==> src/rtl/noc_run_monitor_if.sv <==
// Run-monitor bus: control/stimulus inputs and status/readback outputs.
// The master drives stimulus; the monitor core is the slave.
interface noc_run_monitor_if #(
    parameter int NODES_NUM   = 16,
    parameter int CNT_WIDTH   = 32,
    parameter int WATCH_WIDTH = 64,
    parameter int IDX_W       = (NODES_NUM > 1) ? $clog2(NODES_NUM) : 1
);
    logic                   start_i;
    logic [NODES_NUM-1:0]   recv_pulse_i;
    logic [WATCH_WIDTH-1:0] watch_i;
    logic [IDX_W-1:0]       rd_node_i;
    logic [2:0]             state_o;
    logic                   done_o;
    logic [CNT_WIDTH-1:0]   total_o;
    logic [CNT_WIDTH-1:0]   cycles_o;
    logic [CNT_WIDTH-1:0]   rd_count_o;

    modport master (
        output start_i, recv_pulse_i, watch_i, rd_node_i,
        input  state_o, done_o, total_o, cycles_o, rd_count_o
    );
    modport slave (
        input  start_i, recv_pulse_i, watch_i, rd_node_i,
        output state_o, done_o, total_o, cycles_o, rd_count_o
    );
endinterface

==> src/rtl/noc_run_monitor.sv <==
// NoC run controller/watchdog: per-node and total packet counters, cycle count,
// activity-bus stall detection and a sticky COMPLETE/TIMEOUT/STALL status.
module noc_run_monitor #(
    parameter int NODES_NUM    = 16,
    parameter int PACKS_TO_GEN = 10,
    parameter int CNT_WIDTH    = 32,
    parameter int WATCH_WIDTH  = 64,
    parameter int STALL_LIMIT  = 10000,
    parameter int TEST_TIME    = 100000,
    parameter int IDX_W        = (NODES_NUM > 1) ? $clog2(NODES_NUM) : 1
) (
    input  logic              clk,
    input  logic              a_rst,
    noc_run_monitor_if.slave  bus
);
    typedef enum logic [2:0] {
        ST_IDLE     = 3'd0,
        ST_RUN      = 3'd1,
        ST_COMPLETE = 3'd2,
        ST_TIMEOUT  = 3'd3,
        ST_STALL    = 3'd4
    } state_t;

    localparam int SUM_W = CNT_WIDTH + $clog2(NODES_NUM + 1);
    localparam logic [CNT_WIDTH-1:0] CNT_MAX = {CNT_WIDTH{1'b1}};
    localparam logic [63:0] EXPECTED = 64'(PACKS_TO_GEN * NODES_NUM);

    state_t                               state_q, state_d;
    logic [NODES_NUM-1:0][CNT_WIDTH-1:0]  node_cnt_q, node_cnt_d;
    logic [CNT_WIDTH-1:0]                 total_q, total_d;
    logic [CNT_WIDTH-1:0]                 cycles_q, cycles_d;
    logic [CNT_WIDTH-1:0]                 stall_q, stall_d;
    logic [WATCH_WIDTH-1:0]               watch_q, watch_d;
    logic [SUM_W-1:0]                     pulse_sum;

    function automatic logic [CNT_WIDTH-1:0] sat_inc(input logic [CNT_WIDTH-1:0] v);
        return (v == CNT_MAX) ? v : v + CNT_WIDTH'(1);
    endfunction

    always_ff @(posedge clk or negedge a_rst) begin
        if (!a_rst) begin
            state_q    <= ST_IDLE;
            node_cnt_q <= '0;
            total_q    <= '0;
            cycles_q   <= '0;
            stall_q    <= '0;
            watch_q    <= '0;
        end else begin
            state_q    <= state_d;
            node_cnt_q <= node_cnt_d;
            total_q    <= total_d;
            cycles_q   <= cycles_d;
            stall_q    <= stall_d;
            watch_q    <= watch_d;
        end
    end

    always_comb begin
        state_d    = state_q;
        node_cnt_d = node_cnt_q;
        total_d    = total_q;
        cycles_d   = cycles_q;
        stall_d    = stall_q;
        watch_d    = watch_q;
        pulse_sum  = SUM_W'(total_q);
        if (bus.start_i) begin
            // Restart wins over everything; pulses on the start edge are dropped.
            node_cnt_d = '0;
            total_d    = '0;
            cycles_d   = '0;
            stall_d    = '0;
            watch_d    = bus.watch_i;
            state_d    = ST_RUN;
        end else if (state_q == ST_RUN) begin
            for (int n = 0; n < NODES_NUM; n++) begin
                pulse_sum = pulse_sum + SUM_W'(bus.recv_pulse_i[n]);
                if (bus.recv_pulse_i[n])
                    node_cnt_d[n] = sat_inc(node_cnt_q[n]);
            end
            total_d  = (pulse_sum > SUM_W'(CNT_MAX)) ? CNT_MAX : pulse_sum[CNT_WIDTH-1:0];
            cycles_d = sat_inc(cycles_q);
            // Case inequality so an X/Z on the bus reads as activity, not a stall.
            if (bus.watch_i !== watch_q) begin
                watch_d = bus.watch_i;
                stall_d = '0;
            end else begin
                stall_d = sat_inc(stall_q);
            end
            if (64'(total_d) >= EXPECTED)
                state_d = ST_COMPLETE;
            else if (64'(cycles_d) == 64'(TEST_TIME))
                state_d = ST_TIMEOUT;
            else if (64'(stall_d) == 64'(STALL_LIMIT))
                state_d = ST_STALL;
        end
    end

    assign bus.state_o    = state_q;
    assign bus.done_o     = (state_q == ST_COMPLETE) || (state_q == ST_TIMEOUT) ||
                            (state_q == ST_STALL);
    assign bus.total_o    = total_q;
    assign bus.cycles_o   = cycles_q;
    assign bus.rd_count_o = (int'(bus.rd_node_i) < NODES_NUM) ? node_cnt_q[bus.rd_node_i] : '0;
endmodule

==> src/flat_wrapper.sv <==
// flat-port wrapper written by rule: the top's interface ports become plain ports
module noc_run_monitor_flat 
#(
    parameter int NODES_NUM    = 16,
    parameter int PACKS_TO_GEN = 10,
    parameter int CNT_WIDTH    = 32,
    parameter int WATCH_WIDTH  = 64,
    parameter int STALL_LIMIT  = 10000,
    parameter int TEST_TIME    = 100000,
    parameter int IDX_W        = (NODES_NUM > 1) ? $clog2(NODES_NUM) : 1
)
  (clk, a_rst, bus_start_i, bus_recv_pulse_i, bus_watch_i, bus_rd_node_i, bus_state_o, bus_done_o, bus_total_o, bus_cycles_o, bus_rd_count_o);
  noc_run_monitor_if #(.NODES_NUM(NODES_NUM), .CNT_WIDTH(CNT_WIDTH), .WATCH_WIDTH(WATCH_WIDTH), .IDX_W(IDX_W)) bus_i ();
  input  logic clk;
  input  logic a_rst;
  input wire logic [$bits(bus_i.start_i)-1:0] bus_start_i;
  input wire logic [$bits(bus_i.recv_pulse_i)-1:0] bus_recv_pulse_i;
  input wire logic [$bits(bus_i.watch_i)-1:0] bus_watch_i;
  input wire logic [$bits(bus_i.rd_node_i)-1:0] bus_rd_node_i;
  output wire logic [$bits(bus_i.state_o)-1:0] bus_state_o;
  output wire logic [$bits(bus_i.done_o)-1:0] bus_done_o;
  output wire logic [$bits(bus_i.total_o)-1:0] bus_total_o;
  output wire logic [$bits(bus_i.cycles_o)-1:0] bus_cycles_o;
  output wire logic [$bits(bus_i.rd_count_o)-1:0] bus_rd_count_o;
  assign bus_i.start_i = bus_start_i;
  assign bus_i.recv_pulse_i = bus_recv_pulse_i;
  assign bus_i.watch_i = bus_watch_i;
  assign bus_i.rd_node_i = bus_rd_node_i;
  assign bus_state_o = bus_i.state_o;
  assign bus_done_o = bus_i.done_o;
  assign bus_total_o = bus_i.total_o;
  assign bus_cycles_o = bus_i.cycles_o;
  assign bus_rd_count_o = bus_i.rd_count_o;
  noc_run_monitor #(.NODES_NUM(NODES_NUM), .PACKS_TO_GEN(PACKS_TO_GEN), .CNT_WIDTH(CNT_WIDTH), .WATCH_WIDTH(WATCH_WIDTH), .STALL_LIMIT(STALL_LIMIT), .TEST_TIME(TEST_TIME), .IDX_W(IDX_W)) u_core (.clk(clk), .a_rst(a_rst), .bus(bus_i));
endmodule
==> config.mk <==
export PLATFORM = sky130hd
export DESIGN_NAME = noc_run_monitor_flat
export DESIGN_NICKNAME = d
export VERILOG_FILES = /design/src/rtl/noc_run_monitor_if.sv /design/src/rtl/noc_run_monitor.sv /design/src/flat_wrapper.sv
export SDC_FILE = /design/constraint.sdc
export NUM_CORES = 2
export LEC_CHECK = 0
export CAP_MARGIN = 40
export CELL_PAD_IN_SITES_DETAIL_PLACEMENT = 1
export CELL_PAD_IN_SITES_GLOBAL_PLACEMENT = 2
export CORE_UTILIZATION = 35
export CTS_CLUSTER_DIAMETER = 100
export DETAILED_ROUTE_END_ITERATION = 16
export GPL_TIMING_DRIVEN = 0
export PLACE_DENSITY_LB_ADDON = 0.1
export SYNTH_ARGS = -nofsm -noshare
export SYNTH_HDL_FRONTEND = slang
export SYNTH_SLANG_ARGS = --single-unit
export TNS_END_PERCENT = 30
==> constraint.sdc <==
create_clock -name clk -period 6.4 [get_ports clk]
set_input_delay 0.96 -clock clk [delete_from_list [all_inputs] [get_ports clk]]
set_output_delay 0.96 -clock clk [all_outputs]
set_load 0.02 [all_outputs]
Yosys cells after proc, flatten, opt, wreduce, memory -nomap -nowiden --
Cells that the tools add are included.
Word-level totals: bits in registers 675, input bits 87, output and inout port bits 100, logic and storage cells 194
Cells by class: add/subtract/negate cells 34, $lt $le $gt $ge 3, equal/unequal tests 41, muxes and demuxes 56, reductions and logical operators 39
Operators by type and width (number):
- $mux 32 | 45
- $mux 512 | 2
- $add 32x1->32 const B | 18
- $eq 32x32->1 const B | 18
- $add 37x1->37 | 15
- $mux 64 | 3
- $bmux 32 s4 | 1
- $nex 64x64->1 | 1
- $reduce_and 3->1 | 16
- $gt 37x32->1 const B | 1
- $reduce_bool 2->1 | 18
- $add 32x1->33 | 1
- $eq 32x14->1 const B | 1
- $eq 32x17->1 const B | 1
- $ge 32x8->1 const B | 1
- $ne 2x2->1 const B | 16
- $mux 3 | 5
- $eq 3x2->1 const B | 2
- $lt 4x5->1 const B | 1
- $reduce_and 2->1 | 2
- $reduce_bool 4->1 | 1
- $eq 3x1->1 const B | 1
- $eq 3x3->1 const B | 1
- $logic_or 1x1->1 | 2

Depth between registers and ports, before layout --
depth in word-level cells 22, gate-level depth with buffers 21, depth with buffers taken out 20

Least setup slack after synthesis --
No wires, ideal clock.
path type input-to-reg, start input port bus_recv_pulse_i[0], end register u_core.state_q[1] (netlist: u_core.bus.state_o[1]), library setup time 0.139 ns, arrival 5.792 ns, required time 6.261 ns, slack 0.470 ns, stages 19, path buffers 0, cells stage by stage ha_1 inv_1 fa_1 fa_1 fa_1 fa_1 inv_1 ha_1 fa_1 a21oi_1 o21a_1 a221oi_4 nand2_4 o41a_4 o21a_1 or4_1 nor4_2 and4b_1 a41oi_1
On the way: word-level cells in the longest chain between the ends 22, elaborated cells on any way between the ends 24
RTL lines:
- start: declaration | line flat_wrapper.sv:17 | input wire logic [$bits(bus_i.recv_pulse_i)-1:0] bus_recv_pulse_i;
- $add 32x1->33 * | line noc_run_monitor.sv:76 | pulse_sum = pulse_sum + SUM_W'(bus.recv_pulse_i[n]);
- $add 37x1->37 * (15 in series) | line noc_run_monitor.sv:76
- $gt 37x32->1 | line noc_run_monitor.sv:80 | total_d = (pulse_sum > SUM_W'(CNT_MAX)) ? CNT_MAX : pulse_sum[CNT_WIDTH-1:0];
- $mux 32 * | line noc_run_monitor.sv:80
- $ge 32x8->1 * | line noc_run_monitor.sv:89 | if (64'(total_d) >= EXPECTED)
- $mux 3 | line noc_run_monitor.sv:89
- $mux 3 | line noc_run_monitor.sv:74 | end else if (state_q == ST_RUN) begin
- $mux 3 | line noc_run_monitor.sv:66 | if (bus.start_i) begin
- end signal: assignment | line noc_run_monitor.sv:49 | state_q <= state_d;
- end: declaration | line noc_run_monitor.sv:28 | state_t state_q, state_d;
Every way passes the cells marked *; elsewhere a longest branch is shown, timed or not. The select of a mux whose other input is x is not followed. A chain may end at the register's enable or synchronous reset.

Worst setup path after layout --
start input port bus_recv_pulse_i[1], end register u_core.state_q[1] (netlist: u_core.bus.state_o[1])
On the way: word-level cells in the longest chain between the ends 21, elaborated cells on any way between the ends 23
RTL lines (line):
- $add 37x1->37 * (15 in series) | noc_run_monitor.sv:76
- $gt 37x32->1 | noc_run_monitor.sv:80
- $mux 32 * | noc_run_monitor.sv:80
- $ge 32x8->1 * | noc_run_monitor.sv:89
- $mux 3 | noc_run_monitor.sv:89
- $mux 3 | noc_run_monitor.sv:74
- $mux 3 | noc_run_monitor.sv:66
Marks and branches as above.

==> run summary <==
CTS Root Cell -> clkbuf_16
crit path launch type -> input port
largest net degree at the start of global routing -> 110
Area Overhead vs Synth -> 19.27%
Initial DRC Count -> 2247
Port Buffer Count -> 183
proportion of power drawn by the clock network -> 42.5%
die width -> 338.8 um
metal3 WL -> 6428 um
Final Hold Viols -> 0
final slew viol count -> 0
top layer in use -> met5
RePlAce Congestion -> 0.8590
DR pass1 iterations -> 5
Worst-Skew Late Latency -> 0.68 ns
Initial Util -> 35.29%
Tightest Pin Transition -> 1.067 ns
r2r setup slk -> 0.30 ns
global-route wire length before repair -> 230700 um
Synth Register Bits -> 675
Finish-stage setup viols -> 0
CP max FO -> 4
CP required -> 6.93 ns
TritonCTS clock tree -> built
Post-synth top flop -> dfrtp_1
TritonCTS Buffers -> 86
ratio of final minimum period to clock period -> 97.01%
largest cells by area after synthesis -> dfrtp_1, mux4_2, xor2_1, nor2_1, xnor2_1
Syn. warnings -> 0
Pwr Density -> 254.6 nW/um2
r2r endpoint -> u_core.bus.state_o[1]
CP Capture Type -> register
routed len/inst -> 25.45 um
Final ANT Viol Nets -> 0
Distinct cells, synth -> 84
Final min period -> 6.209 ns
Switch Pwr -> 3668 uW
Remaining DRCs -> 0
worst r2r src -> u_core.bus.total_o[0]
clk buf depth -> 3
Synth async-reset ratio -> 100.0%
status -> finished clean
HP Class -> in2async
DR vias/cell -> 5.615
Post-Syn Area -> 39700 um2
Core ar. -> 112500 um2
Num Clock Sinks -> 675
nets -> 4538
clock-pin slew on the worst setup and hold paths -> 0.06 ns
Slowest-stage cell, CP -> clkdlybuf4s50_1
CP bufs+invs -> 3
htree depth -> 3
Total GRT Usage -> 26.54%
initial antenna violation count -> 13
smallest hold slack -> 0.09581 ns
vias in the first global route -> 34420
sequential area share after synthesis -> 42.55%
leakage -> 0.01845 uW
Comb power frac -> 18.8%
syn_area_per_cell -> 9.777 um2
R2R depth -> 19
top cell type's share of synthesized area -> 42.55%
share of layout cells above drive strength 1 -> 11.48%
met1 WL -> 70790 um
P_int -> 8388 uW
fmax -> 161.1 MHz
setup_tns -> 0 ns
detailed placement HPWL -> 116600 um
worst-case clock skew -> 0.02762 ns
site row count -> 123
VDD IR-drop max -> 0.0002248 V
crit-path most repeated cell -> fa_1
chip height -> 338.8 um
Crit path arrival time -> 6.74 ns
CP Cell Sequence -> clkdlybuf4s50_1 > inv_2 > fa_1 > fa_1 > fa_1 > fa_1 > inv_1 > ha_4 > fa_2 > a21oi_1 > o21a_2 > a221oi_4 > nand2_4 > o41a_4 > o21a_1 > or4_4 > nor4_4 > and4b_2 > a41oi_1
die area -> 114800 um2
Yosys top cell by area -> dfrtp_1
Setup CP Type -> in2reg
cell count after synthesis -> 4060
Slew HR -> 28.88%
Post-synth EDFFs -> 0
Via Count -> 33610
routed wire length -> 152300 um
Max Cap Viol -> 0
crit-path max cell delay -> 0.54 ns
post-synth net total -> 4187
Net Sw Frac -> 30.43%
metal2 WL -> 71310 um
sequential power share -> 38.8%
total gr overflow -> 0
delay-heaviest family, CP -> adder cells
RSZ-0062 raised after global routing -> no
Ports -> 187
==> cells by family (layout without fill, tap and decap cells) <==
family	after synthesis	count (layout)	share of synthesized area (%)
AO/OA/AOI/OAI	474	474	7.265
XOR/XNOR	565	565	12.47
adder cells (fa/ha/maj)	40	40	1.469
buffers and inverters	257	676	2.474
flip-flops	675	675	42.55
multiplexers	243	243	11.38
other	0	6	0
AND/OR/NAND/NOR	1806	1806	22.39
==> layout by cell type (no fill, tap or decap), drive strengths merged, types with 10 or more instances in the layout <==
| cell type | count |
|---|---|
| and2 | 19 |
| nor2 | 664 |
| or3 | 115 |
| nor3 | 85 |
| xnor2 | 280 |
| o31ai | 11 |
| clkinv | 15 |
| nand4 | 166 |
| nor2b | 18 |
| and3 | 41 |
| clkdlybuf4s50 | 176 |
| fa | 11 |
| nand2 | 302 |
| o211ai | 15 |
| ha | 29 |
| dfrtp | 675 |
| o2111ai | 16 |
| mux2 | 67 |
| o21ai | 171 |
| a211oi | 10 |
| a31oi | 29 |
| xor2 | 285 |
| a21oi | 145 |
| inv | 91 |
| clkbuf | 278 |
| nor4 | 40 |
| mux4 | 160 |
| nand3 | 201 |
| or2 | 20 |
| buf | 104 |
| and4 | 93 |
| mux2i | 16 |
==> power by group through the flow <==
stage	logic, uW	clock network, uW	registers, uW
2_1_floorplan	1240	0	4740
3_3_place_gp	2130	0	4760
3_5_place_dp	2230	0	4750
4_1_cts	2250	5260	4670
5_1_grt	2470	5390	4690
6_report	2260	5120	4670
==> timing repair <==
action | CTS | global route
hold buffers | 0 | 0
resized for setup | 9 | 21
setup buffers | 0 | 9
setup endpoints to repair | 30 | 11
pin swaps | 0 | 9
gates cloned | 0 | 0
==> metal layers <==
metal	track usage [%]	up-vias
met5	0	-
met4	6.552	4
met3	3.561	169
met2	42.63	661
met1	37.71	17550
li1	-	15230
==> stage by stage <==
step	utilization (%)	area [um2]	cells	power [uW]	setup WS, ns
floorplan	-	39700	4060	5972	0.4698
global placement	38.58	43400	5743	6887	-29.64
detailed placement	39.35	44270	5815	6973	-1.394
CTS	41.98	47220	5970	12180	0.06860
global route	42.08	47330	5980	12560	0.005313
finish	42.09	47350	5985	12060	0.1915
==> how the worst max path moves through the flow <==
stage                         start                      to  cells past startpoint
6_report        bus_recv_pulse_i[1]   u_core.bus.state_o[1]                     19
3_3_place_gp                  a_rst  u_core.node_cnt_q[464]                      1
4_1_cts        bus_recv_pulse_i[11]   u_core.bus.state_o[1]                     19
2_1_floorplan   bus_recv_pulse_i[0]   u_core.bus.state_o[1]                     19
3_5_place_dp    bus_recv_pulse_i[5]  u_core.bus.total_o[22]                     18
5_1_grt         bus_recv_pulse_i[3]   u_core.bus.state_o[1]                     19
==> sequential cells by signal, summed over array words and instances (netlist names) <==
name,count
u_core.watch_q,64
u_core.bus.total_o,32
u_core.bus.state_o,3
u_core.node_cnt_q,512
u_core.stall_q,32
u_core.bus.cycles_o,32
==> Yosys cell counts, drive strengths merged (19+ instances only) <==
| cell | number |
|---|---|
| dfrtp | 675 |
| a21oi | 145 |
| o21ai | 171 |
| mux2 | 67 |
| buf | 24 |
| and4 | 93 |
| nor4 | 40 |
| and3 | 41 |
| nor2 | 664 |
| clkbuf | 145 |
| ha | 29 |
| or3 | 115 |
| nand4 | 166 |
| inv | 88 |
| xnor2 | 280 |
| nand3 | 201 |
| xor2 | 285 |
| nor3 | 85 |
| mux4 | 160 |
| and2 | 19 |
| a31oi | 29 |
| or2 | 20 |
| nand2 | 302 |
==> cell type report <==
cell class,instances,area [um2]
timing repair buffer,264,2751
clock inverter,25,347.8
fill,12650,65150
sequential,675,16890
antenna,6,15.01
inverter,88,330.3
buffer,168,653.1
clock buffer,131,2582
multi-input combinational,3128,21900
tap,1500,1877
Power figures use the tool's default switching activity.
